`src/rtl/pc_gen.sv`:
```
// Fetch-stage PC generator: holds the fetch PC, offers it to I-fetch with a
// valid/ready handshake, and steers the next PC from sequential advance, a
// branch redirect (deferred past an unfetched delay slot) or an exception.
module pc_gen #(
  parameter int unsigned     PC_W        = 32,
  parameter logic [PC_W-1:0] RESET_PC    = 32'hBFC0_0000,
  parameter int unsigned     FETCH_WIDTH = 1
) (
  input  logic            clk_i,
  input  logic            rst_n_i,
  output logic [PC_W-1:0] pc_o,
  output logic            pc_valid_o,
  input  logic            pc_ready_i,
  input  logic            stall_i,
  input  logic            br_valid_i,
  input  logic [PC_W-1:0] br_target_i,
  input  logic            br_ds_fetched_i,
  input  logic            exc_valid_i,
  input  logic [PC_W-1:0] exc_pc_i,
  output logic            addr_err_o
);

  localparam logic [0:0] ST_RUN     = 1'b0;
  localparam logic [0:0] ST_WAIT_DS = 1'b1;

  localparam logic [PC_W-1:0] STEP_WORD = PC_W'(4);
  localparam logic [PC_W-1:0] STEP_PAIR = PC_W'(8);

  logic [0:0]      state_q, state_d;
  logic [PC_W-1:0] pc_q, pc_d;
  logic [PC_W-1:0] tgt_q, tgt_d;
  logic            valid_q, valid_d;
  logic            addr_err_q, addr_err_d;

  logic            accept;
  logic [PC_W-1:0] seq_pc;

  // Handshake completes only when the offered PC is taken and the pipe is not stalled.
  assign accept = valid_q & pc_ready_i & ~stall_i;

  // Sequential successor; dual-issue fetch realigns to an 8-byte pair boundary.
  always_comb begin
    seq_pc = pc_q + STEP_WORD;
    if ((FETCH_WIDTH == 2) && !pc_q[2]) begin
      seq_pc = pc_q + STEP_PAIR;
    end
  end

  // Next-state / next-PC selection: exception > branch > delay-slot completion > sequential.
  always_comb begin
    state_d = state_q;
    pc_d    = pc_q;
    tgt_d   = tgt_q;
    valid_d = 1'b1;

    if (exc_valid_i) begin
      pc_d    = exc_pc_i;
      state_d = ST_RUN;
      tgt_d   = '0;
    end else if (br_valid_i) begin
      if ((state_q == ST_RUN) && br_ds_fetched_i) begin
        pc_d = br_target_i;
      end else begin
        // Delay slot still to be fetched (or a new branch overwriting the held one).
        tgt_d   = br_target_i;
        state_d = ST_WAIT_DS;
        if (accept) begin
          pc_d = seq_pc;
        end
      end
    end else if (state_q == ST_WAIT_DS) begin
      if (accept) begin
        pc_d    = tgt_q;
        state_d = ST_RUN;
      end
    end else if (accept) begin
      pc_d = seq_pc;
    end

    addr_err_d = valid_d & (|pc_d[1:0]);
  end

  // State and output registers.
  always_ff @(posedge clk_i or negedge rst_n_i) begin
    if (!rst_n_i) begin
      state_q    <= ST_RUN;
      pc_q       <= RESET_PC;
      tgt_q      <= '0;
      valid_q    <= 1'b0;
      addr_err_q <= 1'b0;
    end else begin
      state_q    <= state_d;
      pc_q       <= pc_d;
      tgt_q      <= tgt_d;
      valid_q    <= valid_d;
      addr_err_q <= addr_err_d;
    end
  end

  assign pc_o       = pc_q;
  assign pc_valid_o = valid_q;
  assign addr_err_o = addr_err_q;

endmodule

```
`config.mk`:
```
export PLATFORM = sky130hd
export DESIGN_NAME = pc_gen
export DESIGN_NICKNAME = d
export VERILOG_FILES = /design/src/rtl/pc_gen.sv
export SDC_FILE = /design/constraint.sdc
export NUM_CORES = 1
export LEC_CHECK = 0
export ABC_CLOCK_PERIOD_IN_PS = 1600
export CORE_MARGIN = 2
export CORE_UTILIZATION = 30
export CTS_BUF_LIST = sky130_fd_sc_hd__clkbuf_8
export CTS_CLUSTER_DIAMETER = 60
export DETAILED_ROUTE_END_ITERATION = 12
export GPL_ROUTABILITY_DRIVEN = 0
export HOLD_SLACK_MARGIN = 0.12
export PLACE_DENSITY = 0.57
export SYNTH_ARGS = -nofsm -noshare
export SYNTH_HDL_FRONTEND = slang
export SYNTH_SLANG_ARGS = --single-unit
export TNS_END_PERCENT = 20
```
`constraint.sdc`:
```
create_clock -name clk_i -period 1.6 [get_ports clk_i]
set_clock_uncertainty 0.1 [all_clocks]
set_input_delay 0.16 -clock clk_i [delete_from_list [all_inputs] [get_ports clk_i]]
set_output_delay 0.16 -clock clk_i [all_outputs]
set_load 0.05 [all_outputs]
```
* After elaboration in Yosys (flattened, before gate mapping) *
Index checks and enable logic that the tools add are counted.

word-level totals
  output and inout bits = 34
  word-level logic and storage cells = 32
  input port bits = 71
  register bits after elaboration = 67

operators by class
  eq/ne operators = 3
  add/subtract/negate cells = 1
  bitwise logic cells = 4
  reduce and logical (&&, ||, !) cells = 4
  multiplexer cells = 14

operator list
  operator                                                         number
  32-bit two-way mux                                               9
  32-bit by 3-bit adder with 32-bit output, second input constant  1
  1-bit two-way mux                                                5
  4-bit by 3-bit != test with 1-bit output, second input constant  1
  3-bit != test, second input constant                             1
  1-bit AND                                                        2
  2-bit != test, second input constant                             1
  1-bit inverter                                                   2
  2-bit AND reduction                                              1
  2-bit nonzero test                                               1
  2-bit OR reduction                                               1
  1-bit logical AND                                                1

* Depth between registers and ports, before layout *
  depth in word-level cells = 7
  mapped depth = 7

* Least setup slack after synthesis *
Ideal clock, no wire load.

  kind = register to register
  from = reg pc_q[2] (netlist: pc_o[2])
  to = reg pc_q[30] (netlist: pc_o[30])
  data required time = 1,406 ps
  path slack = -473 ps
  stages on the path, launching flop included = 8
  setup time = 94 ps
  clock period less this slack = 2,073 ps
  data arrival time = 1,879 ps
  path through = dfrtp_1 ha_1 inv_1 nor3_4 buf_6 nand4_2 o211a_1 a221oi_2

on the way
  longest elaborated chain between the ends = 5
  elaborated cells between the ends (all ways) = 6
  those cells by class = add/sub (1); mux (5)

ends and longest elaborated chain
  item                                          line    text
  start: declaration                            30      logic [PC_W-1:0] pc_q, pc_d;
  start signal: assignment                      93      pc_q <= pc_d;
  32-bit by 3-bit adder with 32-bit output (*)  43      seq_pc = pc_q + STEP_WORD;
  32-bit two-way mux (*)                        67, 76
  32-bit two-way mux, on equally long branches  71, 61
  32-bit two-way mux (*)                        60      end else if (br_valid_i) begin
  32-bit two-way mux (*)                        56      if (exc_valid_i) begin

Mark *: on every way between the ends. The rest lies on a longest branch, timed or not.
A chain may end at the register's enable or synchronous reset.

* Worst setup path after layout *
  from = reg valid_q (netlist: pc_valid_o)
  to = reg pc_q[14] (netlist: pc_o[14])

on the way
  longest elaborated chain between the ends = 6
  elaborated cells between the ends (all ways) = 8
  those cells by class = eq/ne (1); mux (5); bitwise (2)

ends and longest elaborated chain
  item                                          line  text
  start: declaration                            32    logic valid_q, valid_d;
  start signal: assignment                      95    valid_q <= valid_d;
  1-bit AND (*) (2 in series)                   39    assign accept = valid_q & pc_ready_i & ~stall_i;
  32-bit two-way mux                            -
  32-bit two-way mux, on equally long branches  -
  32-bit two-way mux (2 in series)              -

Marked as above.

==> flow_summary_export.csv <==
group,metric,value,unit
floorplanning,initial_core_util,30.8,%
synth,ys_ff_latch,67,
placement,place_inst,745,
min_path,worstHoldPathCells,2,
worst_setup_path,crit_chain,"nand3b_4 -> buf_12 -> nor4_4 -> and3_1 -> xnor2_1 -> o21ai_1",
power_and_ir_drop,switching_share,35.1,%
sta,rsz0062_at_grt,"true",
cts,h-tree-depth,3,
worst_setup_path,max_stage_delay,0.44,ns
power_and_ir_drop,power_frac_clock,23.0,%
synth,ys_warn_count,0,
synth,synthTopCellsByArea,"dfrtp_1 (37%), a22o_1 (8.1%), dfstp_2 (6.0%)",
synth,synthArstFlopShare,100,%
cts,ctsRootBufferMaster,"clkbuf_8",
cts,cts_tree,"yes",
grt,grt_pass1_vias,4353,
cts,cts_buffers,9,
finish,fin_area,0.00679,sq mm
grt,grtUsageTotal,21.4,%
sta,fmax,564,MHz
worst_setup_path,crit_required,1.74,ns
sta,finalCriticalPeriod,1.77,ns
grt,overflow,0,
synth,syn-cell-area,0.00391,sq mm
cts,clk_latency,0.36,ns
power_and_ir_drop,total_power,5450,uW
power_and_ir_drop,internal_power,3540,uW
detailed_routing,route.vias.total,4255,
worst_setup_path,worst_ep_arrival_time,1.92,ns
synth,yosys.area.top_type,"dfrtp_1",
worst_setup_path,worst_setup_path_start_kind,"flip-flop",
grt,antenna_found_initial,0,
power_and_ir_drop,combinationalPowerShare,39.8,%
detailed_routing,drt_iter0_markers,335,
cts,clk_path_buf_depth,2,
placement,post-dp-hpwl,10.8,mm
worst_setup_path,reg2reg_to,"pc_o[14]",
synth,synth_fp_nets,465,
outcome,status,"finished with violations",
finish,final_cell_mix,"buf_4 (109), clkdlybuf4s50_1 (67), dfrtp_1 (38), a22o_1 (36), buf_12 (35)",
cts,cts_num_sinks,67,
synth,synth_edf_count,0,
finish,antennaDiodeCount,0,
power_and_ir_drop,p_per_area,802,mW/mm^2
grt,grt_max_degree,68,
sta,final_max_slew_viol_count,0,
min_path,hold_class,"in2reg",
floorplanning,core.rowCount,41,
synth,synth_top_area_share,37.1,%
sta,hold_violations,0,
floorplanning,die_width,118,um
floorplanning,design.die.area,0.0140,sq mm
sta,setup_viol,41,
sta,finalCritPeriodShare,111,%
synth,synth_cells,393,
finish,drive_above_1_share,42.1,%
synth,synth_cell_types,62,
placement,port_buffers,104,
grt,grt_pass1_wl,23.7,mm
worst_setup_path,r2r_cells,6,
worst_setup_path,critPathBufInv,1,
placement,dpl-instance-area,0.00620,sq mm
worst_setup_path,cp_slowest_cell,"dfrtp_2",
min_path,hold_start,"exc_valid_i",
floorplanning,die_h,118,um
detailed_routing,wirelength,14.8,mm
cts,clkTransAtPathRegs,0.08,ns
finish,layout_commonest_cell,"buf_4",
outcome,violations,"negative setup slack",
detailed_routing,via_per_inst,5.44,
power_and_ir_drop,net-switching-power,1910,uW
worst_setup_path,path_delay_family,"simple AND/OR/NAND/NOR gates",
detailed_routing,drtPass1Iterations,6,
finish,nets,677,
detailed_routing,wl_per_cell,19.0,um
worst_setup_path,critPathCaptureType,"flip-flop",
flow_run,drv_cap,0,
power_and_ir_drop,pwr-share-seq,37.1,%
worst_setup_path,critPathKind,"reg2reg",
power_and_ir_drop,power.leakage,0.00300,uW
sta,setup_ws,-0.174,ns
worst_setup_path,critPathMaxFanout,5,
floorplanning,fp.coreArea,0.0127,sq mm
detailed_routing,drc,0,
synth,synth_flop_cell,"dfrtp_1",
power_and_ir_drop,max-vdd-ir-drop,0.449,mV
finish,layoutNonFillerInstCount,782,
min_path,min_to,"pc_o[1]",
worst_setup_path,reg2reg_from,"pc_valid_o",
finish,area_growth,73.8,%
detailed_routing,ant_nets,0,
synth,synth_seq_area_share,43.2,%
floorplanning,io_pins,105,
synth,avgSynthCellArea,9.95,sq um
worst_setup_path,r2r_setup_slack,-0.17,ns
final cells by class:
class                           count  area (sq um)
Inverter                            6          22.5
Timing Repair Buffer              229          2380
Multi-Input combinational cell    292          2300
Clock inverter                      6          26.3
Tap cell                          172           215
Fill cell                        1161          5880
Sequential cell                    67          1710
Clock buffer                       10           138
worst max-delay path by stage:
stage                 from         end  slack, ns  cells past startpoint
6_report        pc_valid_o    pc_o[14]      -0.17                      6
4_1_cts         pc_valid_o  addr_err_o      -0.18                      5
3_3_place_gp   exc_valid_i     pc_o[6]      -0.52                      8
2_1_floorplan      pc_o[3]    pc_o[30]      -0.25                      7
5_1_grt         pc_valid_o    pc_o[14]      -0.23                      6
3_5_place_dp   exc_valid_i    pc_o[14]      -0.53                      6
routing by layer:
layer  wire length (um)  GRT usage [%]  vias up
met1               6140           27.1     2087
met5                  0              0        -
li1                   -              -     1982
met3                952           5.69       20
met2               7470           36.3      166
met4                255           5.12        0
per-stage QoR:
stage / hold slack [ns] / utilization [%] / setup slack [ns] / TNS, ns
after floorplan: -0.236 / - / -0.250 / -6.07
after global placement: 0.117 / 48.9 / -0.521 / -24.38
after detailed placement: 0.116 / 48.9 / -0.530 / -25.33
after CTS: 0.201 / 52.1 / -0.183 / -2.56
after global routing: 0.216 / 53.6 / -0.226 / -7.33
final: 0.215 / 53.6 / -0.174 / -2.79
worst reg2reg max path, cell delays in order, from the launching register on:
cell,delay [ns]
dfrtp_2,0.44
nand3b_4,0.18
buf_12,0.19
nor4_4,0.34
and3_1,0.22
xnor2_1,0.12
o21ai_1,0.07
kinds of logic (layout without fill, tap and decap cells):
kind of cell | Yosys count | in the layout | share of synthesized area (%)
buffers and inverters | 35 | 251 | 4.71
DFF | 67 | 67 | 43.2
other | 1 | 1 | 0.0959
and+or+nand+nor | 118 | 119 | 19.0
adders and majority gates | 1 | 1 | 0.320
muxes | 1 | 1 | 0.256
AOI/OAI and AO/OA | 165 | 165 | 31.4
xor gates and xnor gates | 5 | 5 | 1.12
power groups by stage:
stage	sequential, uW	combinational [uW]	clock, uW
finish	2020	2170	1260
CTS	2020	2110	1280
global placement	2040	2020	0
floorplan	2470	483	0
global route	2040	2280	1360
detailed placement	2050	2030	0
flip-flops by register name (all words and copies together) (netlist names):
signal / cells
state_q: 1
pc_valid_o: 1
tgt_q: 32
pc_o: 32
addr_err_o: 1
cells in the mapped netlist, drive strengths merged (3+ instances only):
| cell | number |
|---|---|
| buf | 23 |
| nand4 | 15 |
| dfstp | 9 |
| and4 | 4 |
| a22o | 36 |
| nor3 | 6 |
| nor2 | 13 |
| a22oi | 11 |
| o21ai | 28 |
| a31oi | 11 |
| dfrtp | 58 |
| and3 | 12 |
| o21a | 6 |
| inv | 6 |
| xor2 | 4 |
| a21oi | 24 |
| nand2 | 39 |
| nor4 | 4 |
| a21o | 3 |
| o22a | 6 |
| nand3 | 11 |
| a2bb2oi | 4 |
| a222oi | 14 |
| clkbuf | 6 |
| and2 | 3 |
| a211o | 4 |
| a221oi | 6 |
what timing repair did:
| action | CTS | global route |
|---|---|---|
| setup buffers | 9 | 10 |
| pin swaps | 22 | 28 |
| resized for setup | 41 | 26 |
| endpoints found under the hold margin | 67 | 0 |
| hold buffers | 1 | 0 |
| cloned | 1 | 0 |
| setup endpoints to repair | 62 | 63 |
Note: power is estimated with default switching activity, not from simulation.
